===== config.mk =====
export PLATFORM = sky130hd
export DESIGN_NAME = reg_file_p
export DESIGN_NICKNAME = d
export VERILOG_FILES = /design/src/rtl/reg_file_p.sv
export SDC_FILE = /design/constraint.sdc
export NUM_CORES = 1
export LEC_CHECK = 0
export BUFFER_PORTS_ARGS = -buffer_cell sky130_fd_sc_hd__buf_2
export CORE_UTILIZATION = 45
export CTS_CLUSTER_DIAMETER = 120
export DETAILED_ROUTE_END_ITERATION = 8
export PLACE_DENSITY = 0.64
export SYNTH_ARGS = -nofsm -noshare
export SYNTH_HDL_FRONTEND = slang
export SYNTH_SLANG_ARGS = --single-unit

===== constraint.sdc =====
create_clock -name clk -period 3 [get_ports clk]
set_input_delay 0.75 -clock clk [delete_from_list [all_inputs] [get_ports clk]]
set_output_delay 0.75 -clock clk [all_outputs]
set_load 0.01 [all_outputs]

===== src/rtl/reg_file_p.sv =====
// ----------------------------------------------------------------------------
// reg_file_p
//
// Parametrised register file: DEPTH entries of WIDTH bits, one synchronous
// write port, two combinational read ports, optional hardwired-zero r0 and a
// sequenced clear engine that zeroes one entry per cycle.
//
// Parameters:
//   WIDTH    register data width in bits
//   DEPTH    number of registers (2..256, need not be a power of two)
//   ZERO_R0  when nonzero, register 0 reads 0 and ignores writes
//   AW       address width, derived from DEPTH
//
// Ports:
//   clk        clock, all state updates on the rising edge
//   reset      synchronous active-high reset (registers, clear engine)
//   wr         write request
//   wr_addr    write address
//   d_in       write data
//   wr_ack     combinational, high when the current write is accepted
//   rd_addr_a  read address, port A
//   rd_addr_b  read address, port B
//   d_out_a    combinational read data, port A
//   d_out_b    combinational read data, port B
//   clr        single-cycle pulse that starts a clear sweep
//   busy       high while a sweep is in progress
//
// Build option:
//   REG_FILE_P_BYPASS_EN  when defined, an accepted write is forwarded to any
//                         read port addressing the same entry in that cycle.
// ----------------------------------------------------------------------------
module reg_file_p #(
    parameter int WIDTH   = 16,
    parameter int DEPTH   = 8,
    parameter int ZERO_R0 = 0,
    localparam int AW     = $clog2(DEPTH)
) (
    input  logic             clk,
    input  logic             reset,
    input  logic             wr,
    input  logic [AW-1:0]    wr_addr,
    input  logic [WIDTH-1:0] d_in,
    output logic             wr_ack,
    input  logic [AW-1:0]    rd_addr_a,
    input  logic [AW-1:0]    rd_addr_b,
    output logic [WIDTH-1:0] d_out_a,
    output logic [WIDTH-1:0] d_out_b,
    input  logic             clr,
    output logic             busy
);

    localparam logic [AW:0]   DEPTH_W  = (AW + 1)'(DEPTH);
    localparam logic [AW-1:0] LAST_PTR = AW'(DEPTH - 1);

    typedef enum logic {
        IDLE,
        SWEEP
    } state_t;

    state_t           state;
    logic [AW-1:0]    ptr;
    logic [WIDTH-1:0] regs [DEPTH];

    // Addresses at or beyond DEPTH exist only when DEPTH is not a power of two.
    function automatic logic in_range(input logic [AW-1:0] a);
        return {1'b0, a} < DEPTH_W;
    endfunction

    function automatic logic is_zero_reg(input logic [AW-1:0] a);
        return (ZERO_R0 != 0) && (a == '0);
    endfunction

    assign busy = (state == SWEEP);

    // Writes are refused while sweeping so the sweep always leaves a clean file.
    assign wr_ack = wr && !busy && in_range(wr_addr) && !is_zero_reg(wr_addr);

    // Storage and clear engine. A write accepted in the same IDLE cycle as clr
    // still commits; the sweep that follows then zeroes it.
    always_ff @(posedge clk) begin
        if (reset) begin
            for (int i = 0; i < DEPTH; i++) begin
                regs[i] <= '0;
            end
            state <= IDLE;
            ptr   <= '0;
        end else begin
            case (state)
                IDLE: begin
                    if (wr_ack) begin
                        regs[wr_addr] <= d_in;
                    end
                    if (clr) begin
                        state <= SWEEP;
                        ptr   <= '0;
                    end
                end
                SWEEP: begin
                    regs[ptr] <= '0;
                    if (ptr == LAST_PTR) begin
                        state <= IDLE;
                        ptr   <= '0;
                    end else begin
                        ptr <= ptr + 1'b1;
                    end
                end
                default: begin
                    state <= IDLE;
                    ptr   <= '0;
                end
            endcase
        end
    end

    // Read port A. Out-of-range and hardwired-zero rules take priority over
    // forwarding; wr_ack already excludes those addresses for the write side.
    always_comb begin
        d_out_a = '0;
        if (in_range(rd_addr_a) && !is_zero_reg(rd_addr_a)) begin
            d_out_a = regs[rd_addr_a];
`ifdef REG_FILE_P_BYPASS_EN
            if (wr_ack && (rd_addr_a == wr_addr)) begin
                d_out_a = d_in;
            end
`endif
        end
    end

    // Read port B, same rules as port A.
    always_comb begin
        d_out_b = '0;
        if (in_range(rd_addr_b) && !is_zero_reg(rd_addr_b)) begin
            d_out_b = regs[rd_addr_b];
`ifdef REG_FILE_P_BYPASS_EN
            if (wr_ack && (rd_addr_b == wr_addr)) begin
                d_out_b = d_in;
            end
`endif
        end
    end

endmodule

# ---- Word level (Yosys, flattened, before mapping)
# Memory sizes are Yosys's and may differ from the RTL's.
# Index checks and enable logic that the tools add are counted.
dict set report classes {
  mux 21
  reduce_logical 4
  eq_ne 2
  n_bitwise 1
  n_addsub 1
}
# op count
set op_table {}
lappend op_table {{two-way mux 16 bit} 2}
lappend op_table {{OR reduction 16 bit} 2}
lappend op_table {{two-way mux 1 bit} 13}
lappend op_table {{two-way mux 3 bit} 4}
lappend op_table {{case mux 3 bit (2 select lines)} 1}
lappend op_table {{adder 3 x 1 -> 3 bit (second input constant)} 1}
lappend op_table {{== test 3 bit (second input constant)} 1}
lappend op_table {{inequality test 2 bit (second input constant)} 1}
lappend op_table {{case mux 1 bit (2 select lines)} 1}
lappend op_table {{logical AND 1 bit} 1}
lappend op_table {{logical NOT 1 bit} 1}
lappend op_table {{inverter 1 bit} 1}
dict set report word_totals {
  word_cells 32
  ramBits 128
  register_bits 4
  out_inout_bits 34
  mem_count 1
}
# memory words width rd rd_clocked_by_memory_dff wr line
set memory_table {}
lappend memory_table {regs 8 16 2 0 8 62} ;# logic [WIDTH-1:0] regs [DEPTH];

# ---- Logic depth before layout (Yosys ltp)
dict set report logic_depth {
  depth_word 9
  ltp_mapped 6
  ltp_nobuf 5
}

# ---- Worst setup path after synthesis
# OpenSTA, ideal clock, no wires.
dict set report synth_timing {
  kind {input -> output}
  startpoint {input rd_addr_a[0]}
  endpoint {output d_out_a[1]}
  slack_ns 0.428
  t_arrival_ns 1.822
  path_buffers 2
  stages 4
  required_ns 2.250
  path_cell_list {buf_6 > buf_6 > mux4_1 > mux2_2}
}
dict set report synth_via {
  elab_chain_len 1
}
# item line
set synth_lines {}
lappend synth_lines {{from (decl)} 44} ;# input logic [AW-1:0] rd_addr_a,
lappend synth_lines {{memory read (8 x 16 bit)} n/a}
lappend synth_lines {{to (decl)} 46} ;# output logic [WIDTH-1:0] d_out_a,
# Every way passes these cells.

# ---- Worst setup path after layout
dict set report layout_timing {
  startpoint {input rd_addr_b[0]}
  endpoint {output d_out_b[2]}
}
dict set report layout_via {
  elab_chain_len 1
}
# item line
set layout_lines {}
lappend layout_lines {{from (decl)} 45} ;# input logic [AW-1:0] rd_addr_b,
lappend layout_lines {{memory read (8 x 16 bit)} n/a}
lappend layout_lines {{to (decl)} 47} ;# output logic [WIDTH-1:0] d_out_b,
# Every way passes these cells.

==> flow_summary.yaml <==
worst_hold_path:
  hold_path.class: "register to register"
  hold_depth: 2
pwr:
  power_uw: 4910
  p_switching_uw: 1130
  powerDensity_mw_per_mm2: 575
  power_frac_comb_pct: 12.8
  intPower_uw: 3780
  p_sw_share_pct: 23.0
  ir_worst_vdd_mv: 0.372
  clkPwrFrac_pct: 43.0
  power.leakage_uw: 0.00328
  power_frac_seq_pct: 44.3
detailed_routing:
  drtIter0Drc: 497
  drc: 0
  dr.pass1.iters: 7
  routed_via_density: 5.91
  drt_wl_total_um: 17600
  vias: 4713
  ant_nets: 0
  wl_per_cell_um: 22.1
logic_synthesis:
  ys_seq_elements: 132
  synth_top_cell_by_area: "edfxtp_1"
  synth_seq_area_share_pct: 53.7
  ys_top_cells_by_count: "128 x edfxtp_1, 118 x nor2_1, 56 x mux4_1"
  synth_cells: 513
  synthDominantCellAreaShare_pct: 52.6
  synth_edf_count: 128
  yosys.cell_count.top_type: "edfxtp_1"
  syn_nets: 544
  synth_ff_type: "edfxtp_1"
  synthDistinctLibCells: 29
  syn-cell-area_mm2: 0.00731
  syn_area_per_cell_um2: 14.3
  yosys_warnings: 0
  async_flop_share_pct: 0
  yosys-top-cells-area: "edfxtp_1 53%, mux4_1 20%, nor2_1 6.1%, mux2_2 4.9%, nand3_1 3.8%"
setup_path:
  path_depth: 5
  cp.arrival_ns: 2.15
  crit_buf_inv: 3
  worstPathMaxFanout: 21
  critPathTopFamily: "multiplexers"
  slowest_stage: "mux4_1"
  cp-start-kind: "primary input"
  path_class: "primary input to output pin"
  reg2regPathDepth: 3
  worstSetupEndpointType: "output pin"
  cpPeakStageDelay_ns: 0.64
  crit_top_cell: "buf_2"
  crit_required_ns: 2.25
  cp_cell_sequence: "buf_2 > buf_12 > mux4_1 > mux2_2 > buf_2"
global_routing:
  grt-ovfl-total: 0
  grt_pass1_vias: 4945
  grtUsageTotal_pct: 22.5
  antenna_found_initial: 1
  grt_pass1_wl_um: 26900
  grt_max_degree: 65
clock_network:
  cts_root_buf: "clkbuf_16"
  clkLatencyLatePin_ns: 0.42
  clock-sinks: 132
  clock_path_buffers: 2
  post_cts_buffers: 0
  numCtsBuffers: 17
  cts_tree: "built"
  clkTransAtPathRegs_ns: 0.06
  cts_resized: 0
  cts_max_level: 4
  ctsHoldBuffers: 0
sta:
  drv_slew: 0
  setup_tns_ns: 0
  skew_ns: 0.00518
  finalSetupViolCount: 0
  rsz0062_at_grt: "no"
  min_period_over_period_pct: 96.8
  max_slew_margin_pct: 25.2
  timing.hold.ws_ns: 0.562
  worst_pin_slew_ns: 1.12
  hold_viol: 0
  period_needed_ns: 2.90
  max_freq_ghz: 0.344
placed_design:
  post-dp-hpwl_um: 10400
  routabilityCongestion: 0.753
  io_buffers: 62
die:
  design.core.area_mm2: 0.0159
  dieArea_mm2: 0.0168
  die_w_um: 129
  num_rows: 46
  dieHeight_um: 129
  io_pins: 63
  start_util_pct: 46.0
status:
  status: "complete, no violations"
job:
  maxCapViolations: 0
final_layout:
  fin_util_pct: 53.7
  area_growth_pct: 16.7
  drive_above_1_share_pct: 28.3
  fin_nets: 598
[registers in the layout (all words and copies together), names as in the netlist]
register and cells:
busy 1, ptr 3, regs 128
[routing by layer]
| metal | wire length [um] | up-vias | share of wire [%] | track usage [%] |
|---|---|---|---|---|
| met4 | 625 | 0 | 3.5 | 11.8 |
| met1 | 7090 | 2384 | 40 | 27.4 |
| met3 | 970 | 43 | 5.5 | 5.08 |
| li1 | - | 2136 | - | - |
| met2 | 8940 | 150 | 51 | 37.7 |
| met5 | 0 | - | 0 | 0 |
[per-stage QoR]
stage	worst slack, ns	area (um^2)	std cells
after floorplan	0.428	7310	513
after global placement	0.106	7940	764
after detailed placement	0.0963	7940	764
after CTS	0.0931	8530	796
after global routing	0.0757	8530	796
final	0.0953	8530	797
[power by group through the flow]
| stage | Sequential [uW] | Clock, uW | Combinational, uW |
|---|---|---|---|
| 5_1_grt | 2180 | 2200 | 670 |
| 3_3_place_gp | 2200 | 0 | 623 |
| 4_1_cts | 2170 | 2120 | 634 |
| 2_1_floorplan | 2190 | 0 | 409 |
| 3_5_place_dp | 2210 | 0 | 632 |
| 6_report | 2170 | 2110 | 627 |
[tightest hold or removal path: cells and delay by family (launching register included)]
kind	cells	cell delay [ns]
and+or+nand+nor	1	0.07
AOI/OAI and AO/OA	1	0.08
DFF	1	0.37
[final timing paths]
check	from	to	slack, ns
setup / recovery	rd_addr_b[0]	d_out_b[2]	0.1
hold / removal	ptr[0]	ptr[0]	0.56
setup reg to reg	busy	regs[1][3]	0.70
hold reg to reg	ptr[0]	ptr[0]	0.56
[cell usage in the layout, fill, tap and decap left out, types with 4 or more instances in the layout]
master	netlist	final
buf_2	17	62
nor3_1	18	18
dfxtp_1	4	4
buf_4	0	16
nor2b_1	4	4
buf_12	0	7
clkinv_2	0	5
mux2_2	32	32
nor2_1	118	118
nand2_1	9	9
nand3_1	55	55
mux4_2	8	8
a21oi_1	5	5
o21bai_2	0	8
edfxtp_1	128	128
mux4_1	56	56
bufinv_16	0	4
clkbuf_16	0	17
[final cells by class]
cell class                      instances  area [um^2]
Antenna cell                            1         2.50
Clock buffer                           19          433
Timing Repair Buffer                   85          571
Multi-Input combinational cell        330         3170
Inverter                                1         3.75
Clock inverter                         13          164
Tap cell                              216          270
Fill cell                            1319         7350
Sequential cell                       132         3920
[cell families (layout without fill, tap and decap cells)]
group                      Yosys count  count (layout)  synth area share, %
AOI/OAI and AO/OA                   17              17                 1.57
adders and majority gates            2               2                0.342
buffers and inverters               51             118                 3.78
DFF                                132             132                 53.7
muxes                               97              97                 27.7
other                                0               1                    0
and+or+nand+nor                    214             214                 13.0
No activity file was read; power rests on OpenSTA's default activity.
